### src/rtl/fpga_cfg_loader.sv
// Configuration sequencer: accepts bitstream words, shifts CHAIN_LEN bits MSB-first into the
// fabric chain, then releases logic-element reset and enables the fabric.
module fpga_cfg_loader #(
  parameter int unsigned CHAIN_LEN = 1024,
  parameter int unsigned WORD_W    = 8,
  parameter int unsigned RST_HOLD  = 4,
  parameter int unsigned TIMEOUT   = 256
) (
  input  logic              clk,
  input  logic              rst,
  input  logic              en,
  input  logic              start,
  input  logic [WORD_W-1:0] word_in,
  input  logic              word_valid,
  output logic              word_ready,
  output logic              cfg_data,
  output logic              cfg_shift,
  output logic              le_nrst,
  output logic              le_en,
  output logic              busy,
  output logic              done,
  output logic              error
);

  localparam int unsigned NumWords = (CHAIN_LEN + WORD_W - 1) / WORD_W;
  localparam int unsigned BitCntW  = $clog2(CHAIN_LEN + 1);
  localparam int unsigned WcntW    = $clog2(WORD_W + 1);
  localparam int unsigned TcntW    = $clog2(TIMEOUT + 1);
  localparam int unsigned HoldW    = $clog2(RST_HOLD + 1);
  localparam int unsigned AcntW    = $clog2(NumWords + 1);

  // State bits drive the fabric-facing outputs directly from flops, so they never glitch.
  // Bit map: [5] le_nrst, [4] le_en, [3] busy, [2] done, [1] error, [0] hold tag.
  typedef enum logic [5:0] {
    StIdle  = 6'b000000,
    StLoad  = 6'b001000,
    StHold  = 6'b001001,
    StArm   = 6'b100000,
    StRun   = 6'b110100,
    StError = 6'b000010
  } state_e;

  state_e              state_q;
  logic [BitCntW-1:0]  bit_cnt_q;
  logic [WcntW-1:0]    wcnt_q;
  logic [TcntW-1:0]    tcnt_q;
  logic [HoldW-1:0]    hold_cnt_q;
  logic [AcntW-1:0]    acnt_q;
  logic [WORD_W-1:0]   shreg_q;
  logic                handshake;

  assign cfg_shift  = en && (state_q == StLoad) && (wcnt_q != '0);
  // Ready during the last bit of a word keeps back-to-back words bubble-free.
  assign word_ready = en && (state_q == StLoad)
                      && ((wcnt_q == '0) || ((wcnt_q == WcntW'(1)) && cfg_shift))
                      && (acnt_q < AcntW'(NumWords));
  assign handshake  = word_ready && word_valid;
  assign cfg_data   = shreg_q[WORD_W-1];

  assign le_nrst = state_q[5];
  assign le_en   = state_q[4];
  assign busy    = state_q[3];
  assign done    = state_q[2];
  assign error   = state_q[1];

  always_ff @(posedge clk) begin
    if (rst) begin
      state_q    <= StIdle;
      bit_cnt_q  <= '0;
      wcnt_q     <= '0;
      tcnt_q     <= '0;
      hold_cnt_q <= '0;
      acnt_q     <= '0;
      shreg_q    <= '0;
    end else if (en) begin
      case (state_q)
        StIdle, StRun, StError: begin
          if (start) begin
            state_q    <= StLoad;
            bit_cnt_q  <= '0;
            wcnt_q     <= '0;
            tcnt_q     <= '0;
            hold_cnt_q <= '0;
            acnt_q     <= '0;
            shreg_q    <= '0;
          end
        end
        StLoad: begin
          if (cfg_shift) begin
            shreg_q   <= {shreg_q[WORD_W-2:0], 1'b0};
            wcnt_q    <= wcnt_q - WcntW'(1);
            bit_cnt_q <= bit_cnt_q + BitCntW'(1);
          end
          if (handshake) begin
            shreg_q <= word_in;
            wcnt_q  <= WcntW'(WORD_W);
            acnt_q  <= acnt_q + AcntW'(1);
            tcnt_q  <= '0;
          end else if (wcnt_q == '0) begin
            tcnt_q <= tcnt_q + TcntW'(1);
            if (tcnt_q == TcntW'(TIMEOUT - 1)) state_q <= StError;
          end
          // Final chain bit: drop any leftover bits of a partial last word.
          if (cfg_shift && (bit_cnt_q == BitCntW'(CHAIN_LEN - 1))) begin
            state_q <= StHold;
            wcnt_q  <= '0;
            shreg_q <= '0;
          end
        end
        StHold: begin
          hold_cnt_q <= hold_cnt_q + HoldW'(1);
          if (hold_cnt_q == HoldW'(RST_HOLD - 1)) state_q <= StArm;
        end
        StArm:   state_q <= StRun;
        default: state_q <= StIdle;
      endcase
    end
  end

endmodule
### config.mk
export PLATFORM = sky130hd
export DESIGN_NAME = fpga_cfg_loader
export DESIGN_NICKNAME = d
export VERILOG_FILES = /design/src/rtl/fpga_cfg_loader.sv
export SDC_FILE = /design/constraint.sdc
export NUM_CORES = 1
export LEC_CHECK = 0
export BUFFER_PORTS_ARGS = -buffer_cell sky130_fd_sc_hd__buf_2
export CAP_MARGIN = 5
export CORE_ASPECT_RATIO = 0.8
export CORE_UTILIZATION = 40
export DETAILED_ROUTE_END_ITERATION = 10
export GPL_ROUTABILITY_DRIVEN = 0
export PLACE_DENSITY = 0.67
export SLEW_MARGIN = 10
export SYNTH_ARGS = -nofsm -noshare
export SYNTH_HDL_FRONTEND = slang
export SYNTH_SLANG_ARGS = --single-unit
### constraint.sdc
create_clock -name clk -period 4.52 [get_ports clk]
set_clock_uncertainty 0.05 [all_clocks]
set_input_delay 0.452 -clock clk [delete_from_list [all_inputs] [get_ports clk]]
set_output_delay 0.452 -clock clk [all_outputs]
set_load 0.03 [all_outputs]
==> results.sh <==
export IMPL_rr_startpoint="wcnt_q[0]"
export IMPL_drv_max_cap_violation_count=0
export IMPL_route_antenna_remaining_nets=0
export IMPL_grt_pass1_wl_um=9453
export IMPL_synthMostInstantiatedCell="sky130_fd_sc_hd__dfxtp_1"
export IMPL_dr_total_vias=2267
export IMPL_num_antenna_cells=0
export IMPL_hold_path_class="input port to register"
export IMPL_num_rows=25
export IMPL_postRouteWirelength_um=5665
export IMPL_instances_no_fill=402
export IMPL_post_synth_mux_area_share=0.05154
export IMPL_layout_area_overhead_vs_synth_pct=9.345
export IMPL_vias_in_the_first_global_route=2089
export IMPL_share_of_layout_cells_above_drive_strength_1=0.1526
export IMPL_int_pwr_uw=651.4
export IMPL_design_core_area_mm2=0.006100
export IMPL_pwr_share_comb=0.192
export IMPL_synth_cell_type_count=54
export IMPL_post_synth_inst_count=308
export IMPL_reg_to_reg_end="wcnt_q[2]"
export IMPL_vias_per_cell=5.639
export IMPL_setup_viol=0
export IMPL_grt_use_total=0.1729
export IMPL_setup_repair_after_global_routing_missed_its_margin="false"
export IMPL_design_die_area_mm2=0.006822
export IMPL_clock_tree_from_tritoncts="yes"
export IMPL_switching_power_uw=283.9
export IMPL_finalHoldWorstSlack_ns=0.3618
export IMPL_numCtsBuffers=5
export IMPL_die_w_um=92.10
export IMPL_synth_top_cell_area_share=0.3699
export IMPL_power_density_mw_per_mm2=329.3
export IMPL_timing_critical_path_fanout_max=13
export IMPL_min_period_ns=2.744
export IMPL_post_route_clock_period_utilization=0.6071
export IMPL_leakagePower_nw=1.019
export IMPL_yosys_area_share_xor_xnor=0.02360
export IMPL_synth_top_family_by_area="simple AND/OR/NAND/NOR gates"
export IMPL_fmax_mhz=364.4
export IMPL_detailedRoute_firstPassIterationCount=4
export IMPL_setup_tns_ns=0
export IMPL_finish_net_count=342
export IMPL_seq_area_frac_synth=0.3699
export IMPL_power_clock_fraction=0.336
export IMPL_post_synth_top_area_cell="sky130_fd_sc_hd__dfxtp_1"
export IMPL_clkLatencyLatePin_ns=0.31
export IMPL_status="completed"
export IMPL_synthesis_area_mm2=0.002597
export IMPL_ff2ff_path_depth=7
export IMPL_relSlewSlack=0.2635
export IMPL_clockBufferDepth=2
export IMPL_hpwlAfterDp_um=3947
export IMPL_htreeDepth=2
export IMPL_drt_iter0_markers=99
export IMPL_report_final_slew_viol_count=0
export IMPL_ctsHoldBuffers=0
export IMPL_cts_sink_count=48
export IMPL_hold_path_startpoint="word_in[0]"
export IMPL_p_seq_frac=0.472
export IMPL_start_kind="register"
export IMPL_chipHeight_um=74.08
export IMPL_place_worst_setup_slack_ns=1.769
export IMPL_placedCellCount=394
export IMPL_final_fill_count=618
export IMPL_synth_compound_area_frac=0.1989
export IMPL_layout_cell_area_non_filler_mm2=0.002840
export IMPL_grt_max_degree=32
export IMPL_port_buffers=20
export IMPL_clk_root_buffer_cell="sky130_fd_sc_hd__clkbuf_8"
export IMPL_synth_flop_cell="sky130_fd_sc_hd__dfxtp_1"
export IMPL_min_delay_worst_endpoint="shreg_q[0]"
export IMPL_crit_path_kind="register to register"
export IMPL_postCtsResizedCells=0
export IMPL_cts_setup_buffers=0
export IMPL_dpl_cell_area_mm2=0.002729
export IMPL_worst_ep_arrival_time_ns=2.91
export IMPL_flop2flop_setup_slack_ns=1.78
export IMPL_synth_seq_cells=48
export IMPL_routed_wire_length_per_instance_um=14.09
export IMPL_synth_enable_flop_cells=0
export IMPL_transition_time_at_the_pin_with_the_least_slew_margin_ns=1.100
export IMPL_ir_worst_vdd_v=0.0001167
export IMPL_async_reset_ff_frac=0
export IMPL_final_hold_violation_count=0
export IMPL_multi_input_comb_area_mm2=0.001525
export IMPL_setup_slack_ns=1.776
export IMPL_yosys_area_share_simple=0.2697
export IMPL_grt_remaining_overflow=0
export IMPL_syn_mean_instance_area_um2=8.433
export IMPL_timing_hold_worst_path_depth=3
export IMPL_syn_nets=330
export IMPL_synth_warnings=0
export IMPL_most_common_library_cells_after_synthesis="48 x sky130_fd_sc_hd__dfxtp_1, 32 x sky130_fd_sc_hd__nand2_1, 31 x sky130_fd_sc_hd__a21oi_1, 27 x sky130_fd_sc_hd__nor2_1, 18 x sky130_fd_sc_hd__nand3_1"
export IMPL_io_count=21
export IMPL_antenna_found_initial=0
export IMPL_netSwitchingFraction=0.3035
export IMPL_initial_core_util=0.4258
export IMPL_clkTransAtPathRegs_ns=0.09
export IMPL_crit_required_ns=4.69
export IMPL_synth_top_area_cells="sky130_fd_sc_hd__dfxtp_1 37%, sky130_fd_sc_hd__a21oi_1 6.0%, sky130_fd_sc_hd__nand2_1 4.6%"
export IMPL_worstSetupEndpointType="register"
export IMPL_route_detailed_drc=0
export IMPL_register_cell_area_after_layout_um2=960.9
export IMPL_synth_adder_area_share=0.04335
==> logic make-up after synthesis <==
kind of cell	Yosys count
XOR/XNOR	7
adder cells (fa/ha/maj)	9
AND/OR/NAND/NOR	128
AO/OA/AOI/OAI	79
multiplexers	12
buffers and inverters	25
flip-flops	48
==> power groups by stage <==
stage	Sequential, mW	Combinational, mW	Clock, mW
floorplan	0.452	0.136	0
global placement	0.450	0.177	0
detailed placement	0.451	0.179	0
CTS	0.441	0.180	0.317
global route	0.443	0.199	0.337
finish	0.441	0.180	0.314
==> area by class of cell <==
cell class	count	area share
Tap cell	81	0.03568
Clock inverter	3	0.01498
Timing Repair Buffer	21	0.03789
Multi-Input combinational cell	235	0.5370
Inverter	9	0.01189
Sequential cell	48	0.3383
Clock buffer	5	0.02423
==> per-stage QoR <==
step,utilization,total power [mW]
finish,0.4656,0.9353
CTS,0.4656,0.9377
detailed placement,0.4474,0.6297
floorplan,-,0.5874
global route,0.4656,0.9780
global placement,0.4474,0.6276
==> registers in the layout, summed over array words and instances, names as in the netlist <==
signal / cells
bit_cnt_q: 11
state_q: 5
hold_cnt_q: 3
wcnt_q: 4
tcnt_q: 9
shreg_q: 8
acnt_q: 8
==> worst max path at each step <==
stage	from	to	slack, ns
6_report	wcnt_q[0]	wcnt_q[2]	1.78
5_1_grt	wcnt_q[0]	wcnt_q[1]	1.43
4_1_cts	wcnt_q[0]	wcnt_q[2]	1.77
3_5_place_dp	wcnt_q[0]	wcnt_q[2]	1.77
3_3_place_gp	wcnt_q[0]	wcnt_q[2]	1.81
2_1_floorplan	state_q[5]	state_q[3]	2.02
==> worst max-delay path: stages (launching register included) <==
cell and delay (ns):
sky130_fd_sc_hd__dfxtp_1 0.37, sky130_fd_sc_hd__inv_1 0.09, sky130_fd_sc_hd__ha_1 0.16, sky130_fd_sc_hd__nor3b_2 0.52, sky130_fd_sc_hd__o21ai_0 0.24, sky130_fd_sc_hd__a31oi_1 0.87
sky130_fd_sc_hd__a21oi_1 0.08, sky130_fd_sc_hd__o32ai_1 0.27
==> layout by cell type, fill, tap and decap left out, types with 2 or more instances in the layout <==
| master | instances |
|---|---|
| sky130_fd_sc_hd__xor2_1 | 7 |
| sky130_fd_sc_hd__or2_2 | 2 |
| sky130_fd_sc_hd__or4_1 | 4 |
| sky130_fd_sc_hd__mux2_2 | 3 |
| sky130_fd_sc_hd__a31oi_1 | 3 |
| sky130_fd_sc_hd__a21oi_1 | 31 |
| sky130_fd_sc_hd__clkbuf_8 | 5 |
| sky130_fd_sc_hd__o31ai_1 | 2 |
| sky130_fd_sc_hd__nand4_1 | 6 |
| sky130_fd_sc_hd__mux2i_1 | 4 |
| sky130_fd_sc_hd__ha_1 | 9 |
| sky130_fd_sc_hd__nor4_1 | 2 |
| sky130_fd_sc_hd__a32oi_1 | 2 |
| sky130_fd_sc_hd__o21ai_0 | 16 |
| sky130_fd_sc_hd__a31o_2 | 2 |
| sky130_fd_sc_hd__mux2_1 | 4 |
| sky130_fd_sc_hd__nor2_1 | 27 |
| sky130_fd_sc_hd__o211ai_1 | 4 |
| sky130_fd_sc_hd__inv_1 | 9 |
| sky130_fd_sc_hd__or3_1 | 9 |
| sky130_fd_sc_hd__dfxtp_1 | 48 |
| sky130_fd_sc_hd__o211a_1 | 2 |
| sky130_fd_sc_hd__nor2b_1 | 2 |
| sky130_fd_sc_hd__nand3_1 | 18 |
| sky130_fd_sc_hd__and3_1 | 2 |
| sky130_fd_sc_hd__nand2b_1 | 3 |
| sky130_fd_sc_hd__o2111ai_1 | 6 |
| sky130_fd_sc_hd__nand3b_1 | 3 |
| sky130_fd_sc_hd__a211oi_1 | 2 |
| sky130_fd_sc_hd__buf_2 | 20 |
| sky130_fd_sc_hd__nor3_1 | 8 |
| sky130_fd_sc_hd__nand2_1 | 32 |
==> layer usage <==
metal / wire length (um) / track usage / part of all wire / up-vias
li1: - / - / - / 1153
met1: 2890 / 0.2313 / 0.51 / 1075
met2: 2522 / 0.2836 / 0.45 / 33
met3: 192 / 0.03681 / 0.034 / 6
met4: 60 / 0.05208 / 0.011 / 0
met5: 0 / 0 / 0 / -
(Power assumes the default switching activity.)
